[config.mk]
export PLATFORM = sky130hd
export DESIGN_NAME = sa_psum_drain_flat
export DESIGN_NICKNAME = d
export VERILOG_FILES = /design/src/rtl/sa_psum_drain_pkg.sv /design/src/rtl/sa_psum_drain_if.sv /design/src/rtl/sa_row_fifo.sv /design/src/rtl/sa_psum_drain.sv /design/src/flat_wrapper.sv
export SDC_FILE = /design/constraint.sdc
export NUM_CORES = 1
export LEC_CHECK = 0
export BUFFER_PORTS_ARGS = -buffer_cell sky130_fd_sc_hd__buf_2
export CAP_MARGIN = 10
export CORE_ASPECT_RATIO = 0.7
export CORE_MARGIN = 10
export CORE_UTILIZATION = 62
export CTS_BUF_LIST = sky130_fd_sc_hd__clkbuf_16
export CTS_CLUSTER_SIZE = 30
export DETAILED_ROUTE_END_ITERATION = 6
export GPL_TIMING_DRIVEN = 0
export PLACE_DENSITY_LB_ADDON = 0.08
export SLEW_MARGIN = 30
export SYNTH_ARGS = -nofsm -noshare
export SYNTH_HDL_FRONTEND = slang
export SYNTH_SLANG_ARGS = --single-unit
[constraint.sdc]
create_clock -name clk_i -period 5.1 [get_ports clk_i]
set_input_delay 1.02 -clock clk_i [delete_from_list [all_inputs] [get_ports clk_i]]
set_output_delay 1.02 -clock clk_i [all_outputs]
set_load 0.1 [all_outputs]
[src/rtl/sa_psum_drain_pkg.sv]
// Shared types and defaults for the systolic-array partial-sum drain.
package sa_psum_drain_pkg;

  localparam int SA_N_DEFAULT = 4;
  localparam int PSUM_W       = 16;

  typedef logic signed [PSUM_W-1:0] int16_t;

  // Storage layout of one aligned row: column data above a single last-of-tile bit.
  typedef struct packed {
    int16_t [SA_N_DEFAULT-1:0] data;
    logic                      last;
  } psum_row_t;

endpackage

[src/rtl/sa_psum_drain_if.sv]
// Array-facing psum inputs and the downstream aligned-row stream of the drain.
interface sa_psum_drain_if #(
  parameter int N = sa_psum_drain_pkg::SA_N_DEFAULT
) ();
  import sa_psum_drain_pkg::*;

  logic           col0_valid_i;
  int16_t [N-1:0] psum_i;
  int16_t [N-1:0] row_data_o;
  logic           row_valid_o;
  logic           row_ready_i;
  logic           row_last_o;

  // Row stream: a row transfers on a cycle where row_valid_o & row_ready_i; while
  // row_valid_o=1 & !row_ready_i, row_data_o/row_last_o hold. The psum side has no
  // backpressure.
  modport slave (
    input  col0_valid_i, psum_i, row_ready_i,
    output row_data_o, row_valid_o, row_last_o
  );

  modport master (
    output col0_valid_i, psum_i, row_ready_i,
    input  row_data_o, row_valid_o, row_last_o
  );

endinterface

[src/rtl/sa_row_fifo.sv]
// Synchronous FIFO with exact occupancy count; a write to an empty FIFO is only
// visible on the read side the following cycle.
module sa_row_fifo #(
  parameter int  W     = 8,
  parameter int  DEPTH = 4,
  localparam int AW    = $clog2(DEPTH),
  localparam int CW    = AW + 1
) (
  input  logic          clk_i,
  input  logic          reset,
  input  logic          wr_en_i,
  input  logic [W-1:0]  wr_data_i,
  input  logic          rd_en_i,
  output logic [W-1:0]  rd_data_o,
  output logic          full_o,
  output logic          empty_o,
  output logic [CW-1:0] count_o
);

  logic [W-1:0]  mem_q [DEPTH];
  logic [AW-1:0] wr_ptr_q, wr_ptr_d;
  logic [AW-1:0] rd_ptr_q, rd_ptr_d;
  logic [CW-1:0] count_q, count_d;
  logic          do_wr, do_rd;

  assign full_o    = (count_q == CW'(DEPTH));
  assign empty_o   = (count_q == '0);
  assign count_o   = count_q;
  assign rd_data_o = mem_q[rd_ptr_q];

  // A full FIFO still accepts a write when the head leaves in the same cycle.
  assign do_rd = rd_en_i & ~empty_o;
  assign do_wr = wr_en_i & (~full_o | do_rd);

  always_comb begin
    wr_ptr_d = wr_ptr_q;
    rd_ptr_d = rd_ptr_q;
    count_d  = count_q;
    if (do_wr) wr_ptr_d = wr_ptr_q + 1'b1;
    if (do_rd) rd_ptr_d = rd_ptr_q + 1'b1;
    case ({do_wr, do_rd})
      2'b10:   count_d = count_q + CW'(1);
      2'b01:   count_d = count_q - CW'(1);
      default: count_d = count_q;
    endcase
  end

  always_ff @(posedge clk_i) begin
    if (reset) begin
      wr_ptr_q <= '0;
      rd_ptr_q <= '0;
      count_q  <= '0;
    end else begin
      wr_ptr_q <= wr_ptr_d;
      rd_ptr_q <= rd_ptr_d;
      count_q  <= count_d;
    end
  end

  always_ff @(posedge clk_i) begin
    if (do_wr) mem_q[wr_ptr_q] <= wr_data_i;
  end

endmodule

[src/rtl/sa_psum_drain.sv]
// Deskews skewed column psums into aligned rows, tags tile boundaries and buffers
// rows for a ready/valid consumer; rows arriving to a full buffer are dropped.
module sa_psum_drain
  import sa_psum_drain_pkg::*;
#(
  parameter int  N             = SA_N_DEFAULT,
  parameter int  FIFO_DEPTH    = 4,
  parameter int  ROWS_PER_TILE = 4,
  localparam int CW            = $clog2(FIFO_DEPTH) + 1,
  localparam int TCW           = (ROWS_PER_TILE > 1) ? $clog2(ROWS_PER_TILE) : 1,
  localparam int RW            = N * PSUM_W + 1
) (
  input  logic           clk_i,
  input  logic           reset,
  sa_psum_drain_if.slave bus,
  output logic [CW-1:0]  fifo_count_o,
  output logic           overflow_o
);

  int16_t          aligned [N];
  logic [N-2:0]    vld_q;
  logic            push;
  logic [TCW-1:0]  row_cnt_q, row_cnt_d;
  logic            tile_last;
  logic            overflow_q, overflow_d;
  logic [RW-1:0]   wr_row, rd_row;
  logic            fifo_full, fifo_empty, pop;

  // Column j arrives j cycles late, so it waits N-1-j cycles to line up with column N-1.
  for (genvar j = 0; j < N - 1; j++) begin : g_dly
    int16_t stage_q [N-1-j];
    always_ff @(posedge clk_i) begin
      if (reset) begin
        for (int k = 0; k < N - 1 - j; k++) stage_q[k] <= '0;
      end else begin
        stage_q[0] <= bus.psum_i[j];
        for (int k = 1; k < N - 1 - j; k++) stage_q[k] <= stage_q[k-1];
      end
    end
    assign aligned[j] = stage_q[N-2-j];
  end
  assign aligned[N-1] = bus.psum_i[N-1];

  always_ff @(posedge clk_i) begin
    if (reset) begin
      vld_q <= '0;
    end else begin
      vld_q[0] <= bus.col0_valid_i;
      for (int k = 1; k < N - 1; k++) vld_q[k] <= vld_q[k-1];
    end
  end
  assign push = vld_q[N-2];

  // Framing counts every formed row, dropped or not, so tile boundaries never slip.
  assign tile_last = (row_cnt_q == TCW'(ROWS_PER_TILE - 1));
  assign pop       = ~fifo_empty & bus.row_ready_i;

  always_comb begin
    row_cnt_d  = row_cnt_q;
    overflow_d = overflow_q;
    if (push) begin
      row_cnt_d = tile_last ? '0 : row_cnt_q + TCW'(1);
      if (fifo_full && !pop) overflow_d = 1'b1;
    end
  end

  always_ff @(posedge clk_i) begin
    if (reset) begin
      row_cnt_q  <= '0;
      overflow_q <= 1'b0;
    end else begin
      row_cnt_q  <= row_cnt_d;
      overflow_q <= overflow_d;
    end
  end

  always_comb begin
    wr_row = '0;
    for (int j = 0; j < N; j++) wr_row[1 + j*PSUM_W +: PSUM_W] = aligned[j];
    wr_row[0] = tile_last;
  end

  sa_row_fifo #(
    .W     (RW),
    .DEPTH (FIFO_DEPTH)
  ) u_fifo (
    .clk_i     (clk_i),
    .reset     (reset),
    .wr_en_i   (push),
    .wr_data_i (wr_row),
    .rd_en_i   (bus.row_ready_i),
    .rd_data_o (rd_row),
    .full_o    (fifo_full),
    .empty_o   (fifo_empty),
    .count_o   (fifo_count_o)
  );

  // Outputs read zero while empty so stale storage never shows after reset.
  always_comb begin
    bus.row_data_o = '0;
    bus.row_last_o = 1'b0;
    if (!fifo_empty) begin
      for (int j = 0; j < N; j++) bus.row_data_o[j] = rd_row[1 + j*PSUM_W +: PSUM_W];
      bus.row_last_o = rd_row[0];
    end
  end

  assign bus.row_valid_o = ~fifo_empty;
  assign overflow_o      = overflow_q;

endmodule

[src/flat_wrapper.sv]
// flat-port wrapper written by rule: the top's interface ports become plain ports
module sa_psum_drain_flat import sa_psum_drain_pkg::*;
#(
  parameter int  N             = SA_N_DEFAULT,
  parameter int  FIFO_DEPTH    = 4,
  parameter int  ROWS_PER_TILE = 4,
  localparam int CW            = $clog2(FIFO_DEPTH) + 1,
  localparam int TCW           = (ROWS_PER_TILE > 1) ? $clog2(ROWS_PER_TILE) : 1,
  localparam int RW            = N * PSUM_W + 1
)
  (clk_i, reset, fifo_count_o, overflow_o, bus_col0_valid_i, bus_psum_i, bus_row_ready_i, bus_row_data_o, bus_row_valid_o, bus_row_last_o);
  sa_psum_drain_if #(.N(N)) bus_i ();
  input  logic clk_i;
  input  logic reset;
  output logic [CW-1:0] fifo_count_o;
  output logic overflow_o;
  input wire logic [$bits(bus_i.col0_valid_i)-1:0] bus_col0_valid_i;
  input wire logic [$bits(bus_i.psum_i)-1:0] bus_psum_i;
  input wire logic [$bits(bus_i.row_ready_i)-1:0] bus_row_ready_i;
  output wire logic [$bits(bus_i.row_data_o)-1:0] bus_row_data_o;
  output wire logic [$bits(bus_i.row_valid_o)-1:0] bus_row_valid_o;
  output wire logic [$bits(bus_i.row_last_o)-1:0] bus_row_last_o;
  assign bus_i.col0_valid_i = bus_col0_valid_i;
  assign bus_i.psum_i = bus_psum_i;
  assign bus_i.row_ready_i = bus_row_ready_i;
  assign bus_row_data_o = bus_i.row_data_o;
  assign bus_row_valid_o = bus_i.row_valid_o;
  assign bus_row_last_o = bus_i.row_last_o;
  sa_psum_drain #(.N(N), .FIFO_DEPTH(FIFO_DEPTH), .ROWS_PER_TILE(ROWS_PER_TILE)) u_core (.clk_i(clk_i), .reset(reset), .bus(bus_i), .fifo_count_o(fifo_count_o), .overflow_o(overflow_o));
endmodule
Word level (Yosys, flattened, before mapping)
Memories as Yosys holds them, arrays and structs flattened. A register that Yosys moved wholly into a read port is not among the register bits.
Cells that the tools add are included.
Widths: inputs -> output; s select.

operators by class
  $add $sub $neg = 5
  equality and inequality tests = 4
  multiplexer cells = 18
  bitwise logic cells = 10
  reduce and logical (&&, ||, !) cells = 6

operator list
  kind                 number
  $mux 16              6
  $mux 64              1
  $reduce_or 16->1     1
  $mux 1               7
  $add 2x1->2 const B  3
  $mux 2               3
  $or 1x1->1           6
  $pmux 3 s2           1
  $eq 2x2->1 const B   2
  $add 3x1->3 const B  1
  $eq 3x3->1 const B   1
  $logic_not 3->1      1
  $sub 3x1->3 const B  1
  $and 1x1->1          2
  $eq 2x1->1 const B   1
  $not 1->1            2
  $reduce_and 2->1     1
  $reduce_bool 2->1    1
  $logic_and 1x1->1    1
  $logic_not 1->1      1

word-level totals
  bits in registers = 13
  memory bits (writable) = 356
  output and inout bits = 70
  word-level logic and storage cells = 53
  memories = 4

memories
  name                     words  width  rd ports  clocked after Yosys merged registers in  write ports  RTL line             RTL
  u_core.u_fifo.mem_q      4      65     1         1                                        1            sa_row_fifo.sv:20    logic [W-1:0] mem_q [DEPTH];
  u_core.g_dly[0].stage_q  3      16     3         0                                        3            sa_psum_drain.sv:31  int16_t stage_q [N-1-j];
  u_core.g_dly[1].stage_q  2      16     2         0                                        2            sa_psum_drain.sv:31
  u_core.g_dly[2].stage_q  1      16     1         0                                        1            sa_psum_drain.sv:31

Logic depth before layout (Yosys ltp)
  word-level depth = 7
  mapped depth = 8

Modules after synthesis
From an unflattened synthesis, not the netlist that was laid out.

second synthesis, totals
  cell total of the unflattened synthesis = 688
  area total of the unflattened synthesis = 13156.4 µm²

modules (own cells, without submodules)
  module         times used  cells an instance  area an instance (µm²)
  sa_row_fifo    1           393                9909.5
  sa_psum_drain  1           295                3246.9

Worst setup path before layout
OpenSTA, ideal clock, no wires.

  path kind = register -> output
  start point = reg u_core.u_fifo.count_q[1] (netlist: u_core.u_fifo.count_o[1])
  end point = out bus_row_data_o[55]
  arrival = 3236 ps
  required time = 4080 ps
  setup slack = 844 ps
  cell stages (with the launch flop) = 5
  buffers on the path = 2
  cells stage by stage = dfxtp_1 -> buf_2 -> or3_4 -> clkbuf_1 -> and2_1

on the way
  cells in the longest elaborated chain, start to end = 2

RTL lines
  element                   RTL line              RTL
  start: declaration        sa_row_fifo.sv:23     logic [CW-1:0] count_q, count_d;
  start signal: assignment  sa_row_fifo.sv:56     count_q <= count_d;
  $logic_not 3->1           sa_row_fifo.sv:27     assign empty_o = (count_q == '0);
  $mux 64                   sa_psum_drain.sv:102  if (!fifo_empty) begin
  end: declaration          flat_wrapper.sv:20    output wire logic [$bits(bus_i.row_data_o)-1:0] bus_row_data_o;

No other way between the ends.

Worst setup path after layout
  start point = reg u_core.u_fifo.count_q[1] (netlist: u_core.u_fifo.count_o[1])
  end point = out bus_row_data_o[61]

Same word-level chain as after synthesis.

==> impl_results.md <==
* Post-synth ARST share at 0%
* Sequential power share at roughly half
* GR Util met2 at 29.02%
* Final hold vios at 0
* Nets at ~940
* Site Rows at 44
* Core area at approximately 0.021 mm^2
* Clk sinks at 371
* Synth warn at 0
* CP Max Fanout at 11
* # IOs at 138
* Primary FF master, synth: edfxtp_1
* First-pass GRT wire length at 37850 um
* Cts bufs inserted at 34
* Antenna viol nets, final at 0
* Post-synthesis mux area share at approximately 11%
* DRT Wirelength at 24260 um
* Met1 usage at 23.33%
* Slew Viols, Final at 0
* Drt wl/cell at 20.68 um
* Max VDD drop at between 0.0002 and 0.0003 V
* XOR/XNOR share of the synthesized area at less than 1%
* Logic pwr share at approximately 15%
* Pleak at 5.492 nW
* Slew HR at 45.18%
* Worst Tran Pin Value at approximately 820 ps
* Clk slew on worst S/H paths at approximately 70 ps
* Pwr Total at 6.732 mW
* Die area at between 0.02 and 0.03 mm^2
* Post-Syn Area at about 0.013 mm^2
* CP Launch Type: register
* Worst hold-check path type: reg -> reg
* IO buf count at 135
* Top post-synthesis cells by area: edfxtp_1, dfxtp_1, mux4_2
* Crit share post-route at 67.53%
* Setup TNS at 0 ps
* Synth Net Count at between 700 and 800
* Critical path type: reg -> out
* DRT iter0 DRCs at 330
* Yosys top cell by area: edfxtp_1
* # DRC at 0
* Share of cells above drive strength 1 at slightly above 30%
* Worst-Skew Late Latency at roughly 510 ps
* Initial antenna violation count at 0
* Largest net degree at the start of global routing at approximately 40
* Yosys reg bits at ~370
* Routability cong. at 0.7423
* CP endpoint kind: output pin
* Hpwl dp at around 16000 um
* Met3 usage at around 3.7%
* Clock Root Buffer: clkbuf_16
* Clock power share at between 30 and 40%
* Switching portion of total power at between 20 and 30%
* Worst EP arrival at about 2400 ps
* Chip width at roughly 190 um
* Yosys top cell area share at 59.44%
* CTS max path bufs at 3
* Power per cell area at about 440 mW/mm^2
* DR pass1 iterations at 4
* Busiest layer in global routing: met2
* Vias per Instance at between 5 and 6
* RSZ-0062 raised after global routing: false
* Synthesized instance count at a little under 700
* Hold buffer count at CTS at 0
* Worst Path Required at around 4000 ps
* Commonest cells in the netlist: edfxtp_1, dfxtp_1, nor2b_1, and2_1, mux4_2
* Total track usage at between 15 and 20%
* Status: completed
* # setup viols final at 0
* P_int at 4.910 mW
* Count of cell types in the netlist at 36
* Most common cell in the netlist: edfxtp_1
* Number of global-route vias before repair at 6833
* # fillers at 1265
* Synth Area in Simple Gates at approximately 9%
* Post-CTS Setup Bufs at 0
* Vias at 6396
* Area Growth Syn to Fin at 17.02%
* Syn_area_per_cell at 18.90 um^2
* Chip Height at approximately 140 um
* Fmax at a little under 300 MHz
* CTS H-tree lvls at 2
* Initial Util at between 60% and 70%
* Max cap viols at 0
* Synth Area in Adders at 0.6287%
* Crit path time final at between 3000 and 4000 ps
* Clk_skew at 11.70 ps
* Sw power at 1.822 mW
* Main combinational cell family by area after synthesis: multiplexers
* Grt total ovfl at 0
* EDFF count, synth at 260
* Synth Area in Compound Gates at less than 1%
* Post-CTS sizing at 0
* Register area share after synthesis at roughly three quarters
* TritonCTS clock tree: built
per-stage QoR:
stage | hold slack (ps) | area, um^2 | setup WS [ps] | utilization [%] | std cells
floorplan | 413.8 | 13140 | 844.2 | - | 695
global placement | 415.4 | 14160 | 564.7 | 68.21 | 1106
detailed placement | 421.8 | 14290 | 2195 | 68.83 | 1110
CTS | 435.6 | 15370 | 1652 | 74.05 | 1172
global route | 449.0 | 15370 | 1553 | 74.05 | 1172
finish | 431.5 | 15370 | 1656 | 74.06 | 1173
layer usage:
metal	vias to the layer above	part of all wire, %	wire length [um]
li1	2945	-	-
met1	3238	44	10570
met2	180	49	11990
met3	33	5.4	1314
met4	0	1.6	384
met5	-	0	0
logic make-up (layout without fill, tap and decap cells):
family,Yosys count,after routing
flops,371,371
simple gates,189,189
mux,67,67
buf+inv,44,245
compound gates,15,15
fa+ha+maj,6,6
xor+xnor,3,3
other cells,0,1
layout by cell type (no fill, tap or decap), types with 2 or more instances in the layout:
master and count:
clkinv_1 12, clkbuf_1 16, dfxtp_1 111, buf_16 4
clkbuf_16 37, bufinv_16 2, o211ai_1 2, xor2_1 2
nand3_1 3, edfxtp_1 260, o21ai_0 2, buf_2 147
inv_1 12, ha_1 5, and2_1 65, and3_4 4
clkinv_2 4, mux4_2 65, a21oi_1 4, nor2_1 11
buf_6 8, nor2b_1 99, o31ai_1 2
sequential cells by signal, indices dropped and copies added (netlist names), named ones only:
name and count:
u_core.u_fifo.wr_ptr_q 2, u_core.u_fifo.mem_q 260, u_core.g_dly.stage_q 96, u_core.u_fifo.rd_ptr_q 2, u_core.row_cnt_q 2, u_core.u_fifo.count_o 3
u_core.vld_q 3, u_core.overflow_o 1
power groups by stage:
| stage | Sequential [mW] | Clock [mW] | Combinational [mW] |
|---|---|---|---|
| 3_5_place_dp | 3.35 | 0 | 1.04 |
| 4_1_cts | 3.29 | 2.46 | 1.04 |
| 2_1_floorplan | 3.36 | 0 | 0.822 |
| 6_report | 3.29 | 2.42 | 1.03 |
| 3_3_place_gp | 3.35 | 0 | 1.03 |
| 5_1_grt | 3.29 | 2.59 | 1.07 |
worst paths after layout:
check                           slack (ps)  depth (start not counted)                                   endpoint                                 startpoint
worst max register to register        2650                          8      u_core.u_fifo.count_o[2]$_SDFFE_PP0P_      u_core.u_fifo.count_o[1]$_SDFFE_PP0P_
worst min register to register         430                          1  u_core.g_dly[0].stage_q[0][26]$_SDFF_PP0_  u_core.g_dly[0].stage_q[0][10]$_SDFF_PP0_
worst min-delay path                   430                          1  u_core.g_dly[0].stage_q[0][26]$_SDFF_PP0_  u_core.g_dly[0].stage_q[0][10]$_SDFF_PP0_
worst max-delay path                  1660                          5                         bus_row_data_o[61]      u_core.u_fifo.count_o[1]$_SDFFE_PP0P_
worst max-delay path, stage by stage (launching register included):
cell and delay [ps]:
dfxtp_1 330, buf_2 200, or3_4 170, clkbuf_1 520
and2_1 250, buf_2 440
layout make-up:
cell class / count / area (um^2) / share of cell area [%]
sequential: 371 / 10030 / 65.25
multi-input combinational: 280 / 2884 / 18.76
clock buffer: 37 / 925.9 / 6.024
timing repair buffer: 139 / 785.8 / 5.112
tap: 276 / 345.3 / 2.247
buffer: 38 / 219.0 / 1.425
clock inverter: 25 / 156.4 / 1.018
inverter: 6 / 22.52 / 0.1465
antenna: 1 / 2.502 / 0.01628
Power figures use the tool's default switching activity.
